--- src/rtl/dsp_mac_pipe_if.sv ---
// rtl/dsp_mac_pipe_if.sv - operand/result handshake bundle for dsp_mac_pipe
//
// Purpose: groups the input valid/ready channel (operands, mode, controls),
// the output valid/ready channel (result and flags) and the accumulator view.
// Ports (signals):
//   in_valid/in_ready   input-side handshake
//   mac_a, mac_b, mac_c operands (signed two's complement)
//   mac_mode            00 MUL, 01 MAC, 10 MSU, 11 ACC
//   saturate, round     result controls; acc_clr accumulator clear
//   out_valid/out_ready output-side handshake
//   mac_result, mac_overflow, mac_underflow, acc_value
// Modports: master drives operands and consumes results; slave is the unit.
interface dsp_mac_pipe_if #(
  parameter int DATA_WIDTH = 32
);
  logic                  in_valid;
  logic                  in_ready;
  logic [DATA_WIDTH-1:0] mac_a;
  logic [DATA_WIDTH-1:0] mac_b;
  logic [DATA_WIDTH-1:0] mac_c;
  logic [1:0]            mac_mode;
  logic                  saturate;
  logic                  round;
  logic                  acc_clr;
  logic                  out_valid;
  logic                  out_ready;
  logic [DATA_WIDTH-1:0] mac_result;
  logic                  mac_overflow;
  logic                  mac_underflow;
  logic [DATA_WIDTH-1:0] acc_value;

  modport master (
    output in_valid, mac_a, mac_b, mac_c, mac_mode, saturate, round, acc_clr, out_ready,
    input  in_ready, out_valid, mac_result, mac_overflow, mac_underflow, acc_value
  );

  modport slave (
    input  in_valid, mac_a, mac_b, mac_c, mac_mode, saturate, round, acc_clr, out_ready,
    output in_ready, out_valid, mac_result, mac_overflow, mac_underflow, acc_value
  );
endinterface

--- src/rtl/dsp_mac_pipe.sv ---
// rtl/dsp_mac_pipe.sv - three-stage pipelined fixed-point multiply-accumulate
//
// Purpose: stage 1 registers operands/controls, stage 2 forms the full signed
// product, stage 3 shifts/rounds, applies the mode, flags and clamps/wraps.
// Optional feature macro: DSP_MAC_ACC_EN enables the internal accumulator,
// ACC mode, acc_clr and acc_value. Without it mode 11 runs as MUL and
// acc_value reads 0.
// Ports:
//   clk    clock, rising edge
//   rst_n  asynchronous active-low reset
//   bus    dsp_mac_pipe_if.slave (handshakes, operands, result, flags)
module dsp_mac_pipe #(
  parameter int DATA_WIDTH = 32,
  parameter int FRAC_BITS  = 15
) (
  input logic           clk,
  input logic           rst_n,
  dsp_mac_pipe_if.slave bus
);
  localparam int DW     = DATA_WIDTH;
  localparam int PW     = 2 * DATA_WIDTH;
  localparam int XW     = 2 * DATA_WIDTH + 2;
  localparam int RND_SH = (FRAC_BITS > 0) ? FRAC_BITS - 1 : 0;

  localparam logic [1:0] MODE_MUL = 2'b00;
  localparam logic [1:0] MODE_MAC = 2'b01;
  localparam logic [1:0] MODE_MSU = 2'b10;
  localparam logic [1:0] MODE_ACC = 2'b11;

  localparam logic signed [XW-1:0] RND_HALF = (FRAC_BITS > 0) ? (XW'(1) << RND_SH) : XW'(0);
  localparam logic signed [XW-1:0] SAT_MAX  = {{(XW-DW+1){1'b0}}, {(DW-1){1'b1}}};
  localparam logic signed [XW-1:0] SAT_MIN  = {{(XW-DW+1){1'b1}}, {(DW-1){1'b0}}};

  // A held result blocks every stage; nothing collapses bubbles.
  logic w_adv;
  logic r_s3_valid;
  assign w_adv        = !(r_s3_valid && !bus.out_ready);
  assign bus.in_ready = w_adv;

  logic [1:0] w_in_mode;
`ifdef DSP_MAC_ACC_EN
  assign w_in_mode = bus.mac_mode;
`else
  assign w_in_mode = (bus.mac_mode == MODE_ACC) ? MODE_MUL : bus.mac_mode;
`endif

  // Stage 1: operand capture
  logic                 r_s1_valid;
  logic signed [DW-1:0] r_s1_a, r_s1_b, r_s1_c;
  logic [1:0]           r_s1_mode;
  logic                 r_s1_sat, r_s1_rnd;

  always_ff @(posedge clk or negedge rst_n) begin
    if (!rst_n) begin
      r_s1_valid <= 1'b0;
      r_s1_a     <= '0;
      r_s1_b     <= '0;
      r_s1_c     <= '0;
      r_s1_mode  <= MODE_MUL;
      r_s1_sat   <= 1'b0;
      r_s1_rnd   <= 1'b0;
    end else if (w_adv) begin
      // in_ready equals w_adv, so in_valid here is exactly an input transfer
      r_s1_valid <= bus.in_valid;
      r_s1_a     <= bus.mac_a;
      r_s1_b     <= bus.mac_b;
      r_s1_c     <= bus.mac_c;
      r_s1_mode  <= w_in_mode;
      r_s1_sat   <= bus.saturate;
      r_s1_rnd   <= bus.round;
    end
  end

  // Stage 2: full-width signed product
  logic                 r_s2_valid;
  logic signed [PW-1:0] r_s2_prod;
  logic signed [DW-1:0] r_s2_c;
  logic [1:0]           r_s2_mode;
  logic                 r_s2_sat, r_s2_rnd;

  always_ff @(posedge clk or negedge rst_n) begin
    if (!rst_n) begin
      r_s2_valid <= 1'b0;
      r_s2_prod  <= '0;
      r_s2_c     <= '0;
      r_s2_mode  <= MODE_MUL;
      r_s2_sat   <= 1'b0;
      r_s2_rnd   <= 1'b0;
    end else if (w_adv) begin
      r_s2_valid <= r_s1_valid;
      r_s2_prod  <= $signed({{DW{r_s1_a[DW-1]}}, r_s1_a}) * $signed({{DW{r_s1_b[DW-1]}}, r_s1_b});
      r_s2_c     <= r_s1_c;
      r_s2_mode  <= r_s1_mode;
      r_s2_sat   <= r_s1_sat;
      r_s2_rnd   <= r_s1_rnd;
    end
  end

  // Stage 3 combinational datapath, carried at 2*DW+2 bits so no sum wraps
  logic signed [XW-1:0] w_prod_x, w_rnd_add, w_rounded, w_shifted;
  logic signed [XW-1:0] w_c_x, w_acc_x, w_full;
  logic                 w_ovf, w_unf;
  logic [DW-1:0]        w_res;

  assign w_prod_x  = {{2{r_s2_prod[PW-1]}}, r_s2_prod};
  assign w_rnd_add = r_s2_rnd ? RND_HALF : '0;
  assign w_rounded = w_prod_x + w_rnd_add;
  assign w_shifted = w_rounded >>> FRAC_BITS;
  assign w_c_x     = {{(XW-DW){r_s2_c[DW-1]}}, r_s2_c};

`ifdef DSP_MAC_ACC_EN
  logic [DW-1:0] r_acc;
  assign w_acc_x       = {{(XW-DW){r_acc[DW-1]}}, r_acc};
  assign bus.acc_value = r_acc;
`else
  logic w_unused_acc_clr;
  assign w_unused_acc_clr = bus.acc_clr;
  assign w_acc_x          = '0;
  assign bus.acc_value    = '0;
`endif

  always_comb begin
    w_full = w_shifted;
    case (r_s2_mode)
      MODE_MAC: w_full = w_c_x + w_shifted;
      MODE_MSU: w_full = w_c_x - w_shifted;
      MODE_ACC: w_full = w_acc_x + w_shifted;
      default:  w_full = w_shifted;
    endcase
  end

  assign w_ovf = (w_full > SAT_MAX);
  assign w_unf = (w_full < SAT_MIN);
  assign w_res = (r_s2_sat && w_ovf) ? SAT_MAX[DW-1:0] :
                 (r_s2_sat && w_unf) ? SAT_MIN[DW-1:0] : w_full[DW-1:0];

  // Stage 3 registers: result only moves on a real op, so outputs stay put on bubbles
  logic [DW-1:0] r_s3_result;
  logic          r_s3_ovf, r_s3_unf;

  always_ff @(posedge clk or negedge rst_n) begin
    if (!rst_n) begin
      r_s3_valid  <= 1'b0;
      r_s3_result <= '0;
      r_s3_ovf    <= 1'b0;
      r_s3_unf    <= 1'b0;
    end else if (w_adv) begin
      r_s3_valid <= r_s2_valid;
      if (r_s2_valid) begin
        r_s3_result <= w_res;
        r_s3_ovf    <= w_ovf;
        r_s3_unf    <= w_unf;
      end
    end
  end

`ifdef DSP_MAC_ACC_EN
  // Writing on the stage-3 load edge lets back-to-back ACC ops chain; clear wins
  always_ff @(posedge clk or negedge rst_n) begin
    if (!rst_n) begin
      r_acc <= '0;
    end else if (bus.acc_clr) begin
      r_acc <= '0;
    end else if (w_adv && r_s2_valid && (r_s2_mode == MODE_ACC)) begin
      r_acc <= w_res;
    end
  end
`endif

  assign bus.out_valid     = r_s3_valid;
  assign bus.mac_result    = r_s3_result;
  assign bus.mac_overflow  = r_s3_ovf;
  assign bus.mac_underflow = r_s3_unf;
endmodule

--- src/flat_wrapper.sv ---
// flat-port wrapper written by rule: the top's interface ports become plain ports
module dsp_mac_pipe_flat 
#(
  parameter int DATA_WIDTH = 32,
  parameter int FRAC_BITS  = 15
)
  (clk, rst_n, bus_in_valid, bus_mac_a, bus_mac_b, bus_mac_c, bus_mac_mode, bus_saturate, bus_round, bus_acc_clr, bus_out_ready, bus_in_ready, bus_out_valid, bus_mac_result, bus_mac_overflow, bus_mac_underflow, bus_acc_value);
  dsp_mac_pipe_if #(.DATA_WIDTH(DATA_WIDTH)) bus_i ();
  input logic clk;
  input logic rst_n;
  input wire logic [$bits(bus_i.in_valid)-1:0] bus_in_valid;
  input wire logic [$bits(bus_i.mac_a)-1:0] bus_mac_a;
  input wire logic [$bits(bus_i.mac_b)-1:0] bus_mac_b;
  input wire logic [$bits(bus_i.mac_c)-1:0] bus_mac_c;
  input wire logic [$bits(bus_i.mac_mode)-1:0] bus_mac_mode;
  input wire logic [$bits(bus_i.saturate)-1:0] bus_saturate;
  input wire logic [$bits(bus_i.round)-1:0] bus_round;
  input wire logic [$bits(bus_i.acc_clr)-1:0] bus_acc_clr;
  input wire logic [$bits(bus_i.out_ready)-1:0] bus_out_ready;
  output wire logic [$bits(bus_i.in_ready)-1:0] bus_in_ready;
  output wire logic [$bits(bus_i.out_valid)-1:0] bus_out_valid;
  output wire logic [$bits(bus_i.mac_result)-1:0] bus_mac_result;
  output wire logic [$bits(bus_i.mac_overflow)-1:0] bus_mac_overflow;
  output wire logic [$bits(bus_i.mac_underflow)-1:0] bus_mac_underflow;
  output wire logic [$bits(bus_i.acc_value)-1:0] bus_acc_value;
  assign bus_i.in_valid = bus_in_valid;
  assign bus_i.mac_a = bus_mac_a;
  assign bus_i.mac_b = bus_mac_b;
  assign bus_i.mac_c = bus_mac_c;
  assign bus_i.mac_mode = bus_mac_mode;
  assign bus_i.saturate = bus_saturate;
  assign bus_i.round = bus_round;
  assign bus_i.acc_clr = bus_acc_clr;
  assign bus_i.out_ready = bus_out_ready;
  assign bus_in_ready = bus_i.in_ready;
  assign bus_out_valid = bus_i.out_valid;
  assign bus_mac_result = bus_i.mac_result;
  assign bus_mac_overflow = bus_i.mac_overflow;
  assign bus_mac_underflow = bus_i.mac_underflow;
  assign bus_acc_value = bus_i.acc_value;
  dsp_mac_pipe #(.DATA_WIDTH(DATA_WIDTH), .FRAC_BITS(FRAC_BITS)) u_core (.clk(clk), .rst_n(rst_n), .bus(bus_i));
endmodule
--- config.mk ---
export PLATFORM = sky130hd
export DESIGN_NAME = dsp_mac_pipe_flat
export DESIGN_NICKNAME = d
export VERILOG_FILES = /design/src/rtl/dsp_mac_pipe_if.sv /design/src/rtl/dsp_mac_pipe.sv /design/src/flat_wrapper.sv
export SDC_FILE = /design/constraint.sdc
export NUM_CORES = 2
export LEC_CHECK = 0
export ABC_AREA = 1
export ABC_CLOCK_PERIOD_IN_PS = 13400
export CORE_MARGIN = 10
export CORE_UTILIZATION = 50
export CTS_CLUSTER_SIZE = 14
export DETAILED_ROUTE_END_ITERATION = 7
export DONT_BUFFER_PORTS = 1
export HOLD_SLACK_MARGIN = 0.05
export SLEW_MARGIN = 0
export SYNTH_ARGS = -nofsm -noshare
export SYNTH_HDL_FRONTEND = slang
export SYNTH_SLANG_ARGS = --single-unit
--- constraint.sdc ---
create_clock -name clk -period 13.4 [get_ports clk]
set_input_delay 2.01 -clock clk [delete_from_list [all_inputs] [get_ports clk]]
set_output_delay 2.01 -clock clk [all_outputs]
set_load 0.01 [all_outputs]
# Yosys cells after proc, flatten, opt, wreduce, memory -nomap -nowiden
# Index checks and enable logic that the tools add are counted.
# W data, S select, Z words.
[word_totals] reg_bits=237 out_inout_bits=68 in_bits=105
[classes] n_mux=5 n_reduce_logical=6 add_sub_neg=3 order_cmp=2 n_mul=1 bitwise_logic=1 eq_ne=3
[op_table] cell="$pmux W66 S2" count=1
[op_table] cell="$gt A66 B32 Y1 const B" count=1
[op_table] cell="$lt A66 B32 Y1 const B" count=1
[op_table] cell="$add A64 B16 Y65" count=1
[op_table] cell="$mul A32 B32 Y64" count=1
[op_table] cell="$mux W32" count=2
[op_table] cell="$add A32 B51 Y52" count=1
[op_table] cell="$sub A32 B51 Y52" count=1
[op_table] cell="$mux W15" count=1
[op_table] cell="$eq A2 B2 Y1 const B" count=2
[op_table] cell="$logic_and A1 B1 Y1" count=3
[op_table] cell="$eq A2 B1 Y1 const B" count=1
[op_table] cell="$logic_not A1 Y1" count=2
[op_table] cell="$mux W2" count=1
[op_table] cell="$reduce_and A2 Y1" count=1
[op_table] cell="$not A1 Y1" count=1

# Longest topological paths before layout
[depth] depth_word=8 mapped_depth=42

# Worst setup path after synthesis
# No wires, ideal clock.
[synth_path] kind="reg2reg" startpoint="register u_core.r_s1_a[31]" endpoint="register u_core.r_s2_prod[63]" required_time_ns=13.270 stages_incl_launch_ff=24 t_arrival_ns=7.420 slack_ns=5.850 setup_ns=0.130 period_less_slack_ns=7.550 path_cell_list="dfrtp_1 > clkbuf_1 > clkbuf_1 > nand2_1 > inv_1 > fa_1 > fa_1 > fa_1 > fa_1 > fa_1 > fa_1 > fa_1 > inv_1 > fa_1 > inv_1 > ha_1 > a21oi_1 > o21a_1 > nand2_1 > a2111oi_0 > nand4_1 > or2_2 > nand3_1 > o21ai_0"
[synth_between] elab_chain_len=1
[synth_rtl] element="from (decl)" line="dsp_mac_pipe.sv:49" rtl="logic signed [DW-1:0] r_s1_a, r_s1_b, r_s1_c;"
[synth_rtl] element="from (signal assigned)" line="dsp_mac_pipe.sv:65" rtl="r_s1_a <= bus.mac_a;"
[synth_rtl] element="$mul A32 B32 Y64" line="dsp_mac_pipe.sv:91" rtl="r_s2_prod <= $signed({{DW{r_s1_a[DW-1]}}, r_s1_a}) * $signed({{DW{r_s1_b[DW-1]}}, r_s1_b});"
[synth_rtl] element="to (signal assigned)" line="dsp_mac_pipe.sv:91"
[synth_rtl] element="to (decl)" line="dsp_mac_pipe.sv:76" rtl="logic signed [PW-1:0] r_s2_prod;"
# Every way passes these cells.
# A chain may end at the register's enable or synchronous reset.

# Worst setup path after layout
[layout_path] startpoint="register u_core.r_s1_b[8]" endpoint="register u_core.r_s2_prod[54]"
[layout_between] elab_chain_len=1
[layout_rtl] element="from (decl)" line="dsp_mac_pipe.sv:49"
[layout_rtl] element="from (signal assigned)" line="dsp_mac_pipe.sv:66" rtl="r_s1_b <= bus.mac_b;"
[layout_rtl] element="$mul A32 B32 Y64" line="dsp_mac_pipe.sv:91"
# Every way passes these cells.

==> results by stage <==
Die:
- From bottom edge to top edge, the die measures between 300 and 400 µm.
- The number of top-level pins is 173.
- The floorplan die width is 347 µm.
- The die covers between 100000 and 150000 µm².
- The row count is 119.
- The starting density of the core is 50.6%.
- The area of the placeable core is 106000 µm².

Clock network:
- The clock transition time at the flip-flop clock pins of the worst setup and hold paths is roughly 0.070 ns.
- In this run, post-CTS repair resized a total of 0 instances.
- The number of hold-repair buffers added at the cts stage is 0.
- The clock tree from TritonCTS is done.
- The buffer depth of the longest clock path is 3.
- At the later pin of the worst-skew pair, clock insertion delay measures 0.63 ns.
- The H-tree depth is 1.
- TritonCTS created 31 clock buffers.
- The tree built by TritonCTS fans out to 223 sinks.
- The root buffer cell chosen for the clock tree is sky130_fd_sc_hd__clkbuf_16.
- The post-CTS repair timing setup buffer count is 0.

Placement:
- The final RePlAce weighted congestion is 0.952.
- The total instance count after detailed placement is 8212.
- The quantity of I/O buffers inserted on ports is 0.
- The HPWL after detailed placement is between 100 and 150 mm.

Global routing:
- The total overflow left after global routing is 0.
- The number of global-route vias before repair is about 45000.
- In the global route stage, overall resource usage came out at 27.0%.
- The number of antenna violations at the first check in global routing is 1.
- The pin count of the biggest net entering global routing is 224.
- The first-pass GRT wire length is 258 mm.

Worst setup path:
- The slowest stage cell on the critical path is sky130_fd_sc_hd__fa_1.
- The kind of critical path is flip-flop to flip-flop.
- Of all nets on the critical path, the largest fanout is 26.
- The worst setup path is launched from a flip-flop.
- The cell seen most often among critical-path stages is sky130_fd_sc_hd__fa_1.
- Data on the critical path is required at its endpoint by 13.88 ns.
- The data arrival time of the critical path is 9.01 ns.
- The largest single stage delay on the critical path is ~0.81 ns.
- The worst setup path is captured at a flip-flop.

Synthesis:
- Counting flops and latches in the post-synthesis netlist gives between 200 and 250.
- The average cell area after synthesis is 7.61 µm².
- Of all flip-flops after synthesis, the portion carrying an async set or reset was 100%.
- The number of enable-type register cells in the synthesized netlist is 0.
- After synthesis, flip-flops and latches occupy 10.4% of the total area.
- The mapped netlist covers around 54000 µm².
- For this run, the number of Yosys warnings is 0.
- Synthesis produced roughly 7000 cells.
- The synthesized design devotes to its leading area cell type 40.5% of total area.
- sky130_fd_sc_hd__fa_1 takes more of the synthesized area than any other cell.
- Among all flip-flop cells after synthesis, the most frequent one is sky130_fd_sc_hd__dfrtp_1.
- By area the synthesized netlist is led by sky130_fd_sc_hd__fa_1, sky130_fd_sc_hd__nand2_1, sky130_fd_sc_hd__inv_1.
- The synthesized netlist contains 52 unique library cells.

Job:
- The max capacitance violation total is 0.

Detailed routing:
- The final layout contains routed wiring with a total length of around 160 mm.
- After the first detailed-routing iteration, the DRC count stood at 2825.
- Across all layers, the routed design uses 42963 vias.
- The pre-antenna-repair detailed-routing pass consisted of 5 iterations.
- In this run the remaining antenna-violating nets after routing total 0.
- In the final routed layout, each cell accounts on average for 19.3 µm.
- The detail-routed via count per cell is about 5.2.
- The DRC violations left is 0.

STA:
- The fmax is 117 MHz.
- In the final timing run, aggregate negative setup slack is 0 ns.
- The clock arrives with around 0.018 ns of skew.
- Subtracting the final worst setup slack from the clock period gives ~8.5 ns.
- For the pin with the worst max-slew slack, the measured transition is approximately 1.1 ns.
- Setup repair after global routing left no endpoint under its margin.
- Setup violations remaining at the end of the flow were counted as 0.
- Headroom to the max-slew limit came out at 25.1%.
- The final number of hold-violating endpoints is 0.
- Dividing the final minimum period by the clock period gives 63.6%.
- The final number of max-transition violations is 0.

Layout:
- The number of inserted filler cells in the final layout is roughly 11000.
- The synthesis-to-finish area growth is 4.01%.
- After the flow finishes, the layout carries non-filler instances totaling 8271.
- The net count of the finished layout is 8275.
- Measured on the finished design, the core utilization comes to between 50% and 60%.
- Of the cells placed in the final design, the portion with a size suffix greater than 1 is between 3 and 4%.
- In the layout the commonest cells are sky130_fd_sc_hd__nand2_1, sky130_fd_sc_hd__inv_1, sky130_fd_sc_hd__fa_1.
- The leading cell type in the layout, fill and taps excluded is sky130_fd_sc_hd__nand2_1.

Status:
- The run finished with clean final reports.

Worst hold path:
- The path class of the tightest hold or removal check is flip-flop to flip-flop.
-- synth_stat cells, types with 4 or more instances --
| library cell | instances |
|---|---|
| sky130_fd_sc_hd__nand2_1 | 2023 |
| sky130_fd_sc_hd__inv_1 | 1778 |
| sky130_fd_sc_hd__fa_1 | 1082 |
| sky130_fd_sc_hd__nor2_1 | 339 |
| sky130_fd_sc_hd__clkbuf_1 | 273 |
| sky130_fd_sc_hd__o21ai_0 | 249 |
| sky130_fd_sc_hd__ha_1 | 234 |
| sky130_fd_sc_hd__dfrtp_1 | 223 |
| sky130_fd_sc_hd__a21oi_1 | 178 |
| sky130_fd_sc_hd__nand3_1 | 166 |
| sky130_fd_sc_hd__xor2_1 | 62 |
| sky130_fd_sc_hd__nand4_1 | 52 |
| sky130_fd_sc_hd__nor3_1 | 38 |
| sky130_fd_sc_hd__xnor2_1 | 37 |
| sky130_fd_sc_hd__buf_4 | 33 |
| sky130_fd_sc_hd__or2_2 | 33 |
| sky130_fd_sc_hd__a21oi_4 | 26 |
| sky130_fd_sc_hd__a31oi_1 | 25 |
| sky130_fd_sc_hd__nand2_2 | 22 |
| sky130_fd_sc_hd__nor2_2 | 19 |
| sky130_fd_sc_hd__o21bai_1 | 17 |
| sky130_fd_sc_hd__nor2_4 | 15 |
| sky130_fd_sc_hd__a21o_1 | 11 |
| sky130_fd_sc_hd__nand3b_1 | 11 |
| sky130_fd_sc_hd__o21a_1 | 8 |
| sky130_fd_sc_hd__o21ai_1 | 8 |
| sky130_fd_sc_hd__buf_1 | 7 |
| sky130_fd_sc_hd__nand2_4 | 6 |
| sky130_fd_sc_hd__o31ai_1 | 6 |
| sky130_fd_sc_hd__clkinv_1 | 5 |
| sky130_fd_sc_hd__nor4_1 | 5 |
| sky130_fd_sc_hd__a21oi_2 | 4 |
| sky130_fd_sc_hd__inv_2 | 4 |
-- kinds of logic (layout without fill, tap and decap cells) --
kind of cell | Yosys count | count (layout) | synth area share, %
other cells | 1 | 33 | 0.00701
compound gates | 545 | 545 | 6.00
simple gates | 2741 | 2741 | 20.8
buf+inv | 2107 | 1922 | 15.1
xor+xnor | 100 | 100 | 1.65
flops | 223 | 223 | 10.4
fa+ha+maj | 1316 | 1316 | 46.0
-- final timing paths --
path                       slack [ns]               from  cells after the start                    to
max in group asynchronous       11.61              rst_n                      0     u_core.r_s1_b[17]
max                              4.87   u_core.r_s1_b[8]                     27  u_core.r_s2_prod[54]
min in group asynchronous        1.07              rst_n                      0      u_core.r_s1_b[7]
min                              0.47  u_core.r_s1_c[30]                      2     u_core.r_s2_c[30]
max reg2reg                      4.87   u_core.r_s1_b[8]                     27  u_core.r_s2_prod[54]
min reg2reg                      0.47  u_core.r_s1_c[30]                      2     u_core.r_s2_c[30]
-- routing by layer --
| layer | track usage, % | up-vias | share of wire, % |
|---|---|---|---|
| met1 | 37.1 | 21524 | 45 |
| met5 | 0 | - | 0 |
| met2 | 45.5 | 1263 | 47 |
| met4 | 7.04 | 0 | 2.9 |
| met3 | 2.90 | 264 | 5.5 |
| li1 | - | 19912 | - |
-- layout make-up --
| class | count | area, µm² | share of cell area (%) |
|---|---|---|---|
| flip-flops and latches | 223 | 5580 | 10.0 |
| diodes | 1 | 2.50 | 0.00450 |
| inverters | 1788 | 6720 | 12.1 |
| clock inverters | 18 | 218 | 0.391 |
| multi-input cells | 4734 | 40000 | 71.8 |
| repair buffers | 76 | 571 | 1.03 |
| well taps | 1391 | 1740 | 3.13 |
| clock buffers | 40 | 850 | 1.53 |
-- through the flow --
stage	setup WS (ns)	hold slack, ns	cell area [µm²]
finish	4.87	0.474	55600
global route	4.41	0.480	55600
CTS	4.83	0.473	55600
detailed placement	4.81	0.454	54600
global placement	4.87	0.454	54600
floorplan	5.85	0.432	53600
-- sequential cells by signal, indices dropped and copies added, names as in the netlist, 2 cells and up --
register	cells
u_core.r_s1_b	32
u_core.r_s2_mode	2
u_core.r_s1_mode	2
u_core.bus.mac_result	32
u_core.r_s1_a	32
u_core.r_s2_prod	50
u_core.r_s2_c	32
u_core.r_s1_c	32
-- worst max-delay path, delay by kind of cell (launching register included) --
family / cells / cell delay (ns)
buf+inv: 8 / 1.08
fa+ha+maj: 9 / 4.70
flops: 1 / 0.56
compound gates: 6 / 1.24
simple gates: 4 / 0.71
Power is left out: the tool's default activity adds up to more than one toggle a clock period on the data nets, which glitch-free logic cannot reach.
